## src/rtl/ctrl_sequencer.sv

```systemverilog
// ctrl_sequencer: opcode-fetch handshake, step FSM and one-hot datapath strobes for MOV/MVI/ALU/HLT.
// Build option: define CTRL_ALU_EN to execute the 10ooosss ALU group; otherwise it decodes as illegal.
module ctrl_sequencer #(
    parameter int IMM_TIMEOUT = 0,
    parameter int TO_W        = 8
) (
    input  logic       clk,
    input  logic       resetn,
    input  logic [7:0] ir_data,
    input  logic       ir_valid,
    output logic       ir_ready,
    input  logic       imm_valid,
    output logic       imm_ready,
    output logic       data_in_select,
    output logic [6:0] reg_select,
    output logic [6:0] reg_enable,
    output logic       r1_enable,
    output logic       r2_enable,
    output logic       r2_select,
    output logic [2:0] alu_op,
    output logic       done,
    output logic       error,
    output logic       halted
);

    localparam logic [3:0] ST_FETCH = 4'd0;
    localparam logic [3:0] ST_MOV   = 4'd1;
    localparam logic [3:0] ST_IMM   = 4'd2;
    localparam logic [3:0] ST_MWB   = 4'd3;
    localparam logic [3:0] ST_HLT1  = 4'd4;
    localparam logic [3:0] ST_HALT  = 4'd5;
    localparam logic [3:0] ST_ILL   = 4'd6;
    localparam logic [3:0] ST_TMO   = 4'd7;
`ifdef CTRL_ALU_EN
    localparam logic [3:0] ST_AL1   = 4'd8;
    localparam logic [3:0] ST_AL2   = 4'd9;
    localparam logic [3:0] ST_AL3   = 4'd10;
`endif

    localparam logic [2:0]      REG_M   = 3'b110;
    localparam logic [7:0]      OP_HLT  = 8'h76;
    localparam logic [TO_W-1:0] TO_LAST = TO_W'(IMM_TIMEOUT - 1);
    localparam bit              TO_EN   = (IMM_TIMEOUT != 0);

    logic [3:0]      state_r;
    logic [3:0]      nextState_s;
    logic [5:0]      irQ_r;
    logic [TO_W-1:0] toCnt_r;

    // Register code to one-hot strobe; code 110 (M) has no register and yields zero.
    function automatic logic [6:0] regOneHot(input logic [2:0] code);
        logic [6:0] oh;
        case (code)
            3'b000:  oh = 7'b0000001;
            3'b001:  oh = 7'b0000010;
            3'b010:  oh = 7'b0000100;
            3'b011:  oh = 7'b0001000;
            3'b100:  oh = 7'b0010000;
            3'b101:  oh = 7'b0100000;
            3'b111:  oh = 7'b1000000;
            default: oh = 7'b0000000;
        endcase
        return oh;
    endfunction

    // First execution state for an accepted opcode.
    function automatic logic [3:0] decodeOp(input logic [7:0] op);
        logic [3:0] st;
        case (op[7:6])
            2'b00: begin
                if (op[2:0] == REG_M && op[5:3] != REG_M) st = ST_IMM;
                else                                      st = ST_ILL;
            end
            2'b01: begin
                if (op == OP_HLT)                                st = ST_HLT1;
                else if (op[2:0] != REG_M && op[5:3] != REG_M)   st = ST_MOV;
                else                                             st = ST_ILL;
            end
`ifdef CTRL_ALU_EN
            2'b10: begin
                if (op[2:0] != REG_M) st = ST_AL1;
                else                  st = ST_ILL;
            end
`endif
            default: st = ST_ILL;
        endcase
        return st;
    endfunction

    // Next-state logic; imm_valid beats a timeout expiring in the same cycle.
    always_comb begin
        nextState_s = state_r;
        case (state_r)
            ST_FETCH: begin
                if (ir_valid) nextState_s = decodeOp(ir_data);
                else          nextState_s = ST_FETCH;
            end
            ST_IMM: begin
                if (imm_valid)                          nextState_s = ST_MWB;
                else if (TO_EN && (toCnt_r == TO_LAST)) nextState_s = ST_TMO;
                else                                    nextState_s = ST_IMM;
            end
            ST_MOV, ST_MWB, ST_ILL, ST_TMO: nextState_s = ST_FETCH;
            ST_HLT1, ST_HALT:               nextState_s = ST_HALT;
`ifdef CTRL_ALU_EN
            ST_AL1: nextState_s = ST_AL2;
            ST_AL2: nextState_s = ST_AL3;
            ST_AL3: nextState_s = ST_FETCH;
`endif
            default: nextState_s = ST_FETCH;
        endcase
    end

    // State, latched opcode and wait counter; the counter only runs inside IMM so it is zero on entry.
    always_ff @(posedge clk or negedge resetn) begin
        if (!resetn) begin
            state_r <= ST_FETCH;
            irQ_r   <= 6'd0;
            toCnt_r <= {TO_W{1'b0}};
        end else begin
            state_r <= nextState_s;
            if (state_r == ST_FETCH && ir_valid) begin
                irQ_r <= ir_data[5:0];
            end
            if (state_r == ST_IMM) begin
                toCnt_r <= toCnt_r + TO_W'(1);
            end else begin
                toCnt_r <= {TO_W{1'b0}};
            end
        end
    end

    // Output decode from state and latched opcode; IMM additionally follows imm_valid.
    always_comb begin
        ir_ready       = 1'b0;
        imm_ready      = 1'b0;
        data_in_select = 1'b0;
        reg_select     = 7'b0000000;
        reg_enable     = 7'b0000000;
        r1_enable      = 1'b0;
        r2_enable      = 1'b0;
        r2_select      = 1'b0;
        alu_op         = 3'b000;
        done           = 1'b0;
        error          = 1'b0;
        halted         = 1'b0;
        case (state_r)
            ST_FETCH: ir_ready = 1'b1;
            ST_MOV: begin
                reg_select = regOneHot(irQ_r[2:0]);
                reg_enable = regOneHot(irQ_r[5:3]);
                done       = 1'b1;
            end
            ST_IMM: begin
                data_in_select = 1'b1;
                imm_ready      = imm_valid;
                if (imm_valid) reg_enable = regOneHot(irQ_r[5:3]);
                else           reg_enable = 7'b0000000;
            end
            ST_MWB: begin
                reg_select = regOneHot(irQ_r[5:3]);
                done       = 1'b1;
            end
`ifdef CTRL_ALU_EN
            ST_AL1: begin
                reg_select = 7'b1000000;
                r1_enable  = 1'b1;
            end
            ST_AL2: begin
                reg_select = regOneHot(irQ_r[2:0]);
                r2_enable  = 1'b1;
            end
            ST_AL3: begin
                r2_select  = 1'b1;
                alu_op     = irQ_r[5:3];
                reg_enable = 7'b1000000;
                done       = 1'b1;
            end
`endif
            ST_HLT1: begin
                done   = 1'b1;
                halted = 1'b1;
            end
            ST_HALT: halted = 1'b1;
            ST_ILL: begin
                error = 1'b1;
                done  = 1'b1;
            end
            ST_TMO:  error = 1'b1;
            default: ir_ready = 1'b0;
        endcase
    end

endmodule

```

## config.mk

```make
export PLATFORM = sky130hd
export DESIGN_NAME = ctrl_sequencer
export DESIGN_NICKNAME = d
export VERILOG_FILES = /design/src/rtl/ctrl_sequencer.sv
export SDC_FILE = /design/constraint.sdc
export NUM_CORES = 1
export LEC_CHECK = 0
export ABC_CLOCK_PERIOD_IN_PS = 3800
export BUFFER_PORTS_ARGS = -buffer_cell sky130_fd_sc_hd__buf_4
export CORE_AREA = 2 2 44 46
export DETAILED_ROUTE_END_ITERATION = 10
export DIE_AREA = 0 0 46 48
export PLACE_DENSITY_LB_ADDON = 0.05
export SYNTH_ARGS = -nofsm -noshare
export SYNTH_HDL_FRONTEND = slang
export SYNTH_SLANG_ARGS = --single-unit
```

## constraint.sdc

```tcl
create_clock -name clk -period 3.8 [get_ports clk]
set_clock_uncertainty 0.05 [all_clocks]
set_input_delay 0.19 -clock clk [delete_from_list [all_inputs] [get_ports clk]]
set_output_delay 0.19 -clock clk [all_outputs]
set_load 0.01 [all_outputs]
```

==> flow_metrics.env <==
export IMPL_synth_simple_area_share_pct=34.3
export IMPL_post_route_cells_drive_above_1_share_pct=31.1
export IMPL_finalMaxSlewViolations=0
export IMPL_remaining_drc_errors=0
export IMPL_synth_xor_area_share_pct=2.35
export IMPL_worst_r2r_path_depth=3
export IMPL_num_antenna_cells=0
export IMPL_arrival_ns=1.79
export IMPL_finalWorstPathRequiredPeriod_ns=2.03
export IMPL_tightestPinTransition_ns=0.487
export IMPL_setup_slack_ns=1.77
export IMPL_cts_setup_buffers=0
export IMPL_preCtsSetupSlack_ns=2.05
export IMPL_grt_start_max_net_pins=14
export IMPL_ys_seq_area_share_pct=30.2
export IMPL_placeableCoreArea_um2=1690
export IMPL_io_pins=38
export IMPL_relSlewSlack_pct=67.1
export IMPL_hold_path_depth=2
export IMPL_fp_dieW_um=46
export IMPL_dp_final_hpwl_um=1370
export IMPL_synthesis_warnings=0
export IMPL_maxCapViolations=0
export IMPL_finalSetupViolCount=0
export IMPL_min_from="ir_data[0]"
export IMPL_final_hold_viol_count=0
export IMPL_layout_cells_most_common="buf_4"
export IMPL_fill_cells=166
export IMPL_die_height_um=48
export IMPL_postLayoutCoreUtil_pct=59.3
export IMPL_timing_reg2reg_setup_slack_ns=2.33
export IMPL_period_share_pct=53.4
export IMPL_placement_rows=15
export IMPL_dieArea_um2=2210
export IMPL_htree_levels=1
export IMPL_global_route_usage_total_pct=16.6
export IMPL_detailroute_via_count=718
export IMPL_post_synth_mux_area_share_pct=9.05
export IMPL_most_common_layout_cells="31 x buf_4, 9 x dfrtp_1, 7 x nor2_1, 7 x and2_1, 7 x nand2b_1"
export IMPL_cts_sink_count=9
export IMPL_initial_utilization_pct=44.2
export IMPL_worst_path_max_fanout=13
export IMPL_viasPerCell=5.28
export IMPL_worst_ep_required_time_ns=3.56
export IMPL_grt_antenna_before_repair=0
export IMPL_synth_top_family_by_area="simple AND/OR/NAND/NOR gates"
export IMPL_ctsLongestPathBuffers=2
export IMPL_cts_clk_slew_worst_paths_ns=0.06
export IMPL_number_of_nets_at_the_end_of_the_flow=133
export IMPL_setup_repair_after_global_routing_missed_its_margin="no"
export IMPL_ctsRootBufferMaster="clkbuf_4"
export IMPL_syn2layout_area_growth_pct=34.2
export IMPL_power_ir_vdd_worst_mv=0.369
export IMPL_final_cell_count_no_fill=136
export IMPL_numPlacedInstances=131
export IMPL_syn_area_um2=747
export IMPL_route_antenna_remaining_nets=0
export IMPL_nature_of_the_critical_path_startpoint="flop"
export IMPL_achievable_clock_frequency_ghz=0.493
export IMPL_grt_ovfl_total=0
export IMPL_cellLeakagePower_nw=0.463
export IMPL_wire_length_of_the_first_global_routing_pass_um=2690
export IMPL_capturing_element_type_of_the_critical_path="output port"
export IMPL_place_gp_congestion=0.771
export IMPL_timing_setup_critical_path_class="flop to output port"
export IMPL_run_status="completed"
export IMPL_cts_buffers_inserted=3
export IMPL_startpoint="state_r[1]"
export IMPL_hold_class="primary input to flop"
export IMPL_cts_tree="built"
export IMPL_ctsResizeCount=0
export IMPL_avgSynthCellArea_um2=8.69
export IMPL_wirelength_per_cell_um=11.9
export IMPL_detailedRoute_firstPassIterationCount=4
export IMPL_wl_um=1620
export IMPL_portBuffers=31
export IMPL_post_route_setup_tns_ns=0
export IMPL_power_density_nw_per_um2=630
export IMPL_post_synth_inst_count=86
export IMPL_distinct_cells_synth=35
export IMPL_critical_path_reg2reg_startpoint="state_r[0]"
export IMPL_clk_latency_ns=0.25
export IMPL_ff_latch_count_synth=9
export IMPL_synth_compound_area_share_pct=12.7
export IMPL_synth_adder_area_share_pct=1.68
export IMPL_via_count_of_the_first_global_routing_pass=632
export IMPL_first_iter_violations=7
[sequential cells by signal, summed over array words and instances (netlist names)]
name,cells
irQ_r,6
state_r,3
[through the flow]
step	total power, W	area (µm²)	hold slack (ns)
4_1_cts	0.000638	1000	0.0987
5_1_grt	0.000691	1000	0.110
3_5_place_dp	0.000564	966	-0.0286
2_1_floorplan	0.000439	766	-0.156
6_report	0.000631	1000	0.107
3_3_place_gp	0.000555	966	-0.0349
[critical path, stage by stage (launching register included)]
cell     delay [ns]
dfrtp_1        0.52
or4bb_1        0.57
o22ai_1        0.18
and2_1         0.15
buf_4          0.12
[repair_timing]
action / 4_1_cts / 5_1_grt
hold endpoints to repair: 9 / 0
endpoints found under the setup margin: 0 / 0
hold buffers: 1 / 0
[per-layer routing]
metal	vias up	track usage (%)	part of all wire [%]
li1	368	-	-
met1	325	21.1	46
met2	25	29.2	49
met3	0	1.13	5.5
met4	0	6.86	0
met5	-	0	0
[cell families (layout without fill, tap and decap cells)]
family | count (synthesis) | after routing
buf+inv | 12 | 40
flops | 9 | 9
fa+ha+maj | 1 | 1
xor+xnor | 2 | 2
mux | 6 | 6
compound gates | 14 | 14
other cells | 1 | 6
simple gates | 41 | 41
[worst paths after layout]
path | to
max reg2reg | irQ_r[4]
max in group asynchronous | irQ_r[3]
max | reg_select[2]
min reg2reg | irQ_r[0]
min | irQ_r[0]
min in group asynchronous | state_r[1]
[power by group]
part | total [W] | internal (W) | switching (W)
registers | 0.000236 | 0.000143 | 0.0000930
logic | 0.000323 | 0.000169 | 0.000155
clock network | 0.0000711 | 0.0000403 | 0.0000308
[cell type report]
| type | instances | area (µm²) | area share (%) |
|---|---|---|---|
| inverters | 4 | 15.0 | 1.50 |
| repair buffers | 32 | 243 | 24.2 |
| well taps | 17 | 21.3 | 2.12 |
| multi-input cells | 70 | 472 | 47.1 |
| clock buffers | 4 | 26.3 | 2.62 |
| flip-flops and latches | 9 | 225 | 22.5 |
[synth_stat cells]
cell / number / area, µm²
inv_2: 1 / 3.75
nand2b_1: 7 / 43.8
inv_1: 3 / 11.3
o21a_1: 2 / 15.0
o21ai_1: 1 / 5.00
nand2_2: 1 / 6.26
a211oi_1: 1 / 7.51
a32oi_1: 1 / 8.76
nor2_1: 7 / 26.3
ha_1: 1 / 12.5
nand4bb_1: 1 / 11.3
nand3b_1: 3 / 22.5
nor3b_1: 1 / 7.51
nor4bb_1: 1 / 10.0
clkbuf_1: 1 / 3.75
buf_4: 6 / 45.0
a21oi_1: 1 / 5.00
o21ai_0: 1 / 5.00
nand2_1: 2 / 7.51
mux2_1: 6 / 67.6
nand4b_1: 1 / 8.76
buf_2: 1 / 5.00
nor3_1: 5 / 25.0
o22ai_1: 5 / 31.3
nand4_1: 1 / 6.26
nor3_2: 1 / 10.0
nor2b_1: 1 / 6.26
xnor2_1: 2 / 17.5
or4bb_1: 1 / 11.3
a211o_1: 1 / 8.76
and2_1: 7 / 43.8
dfrtp_1: 9 / 225
conb_1: 1 / 3.75
or4b_1: 1 / 10.0
a2111oi_0: 1 / 8.76
No activity file was read; power rests on OpenSTA's default activity.
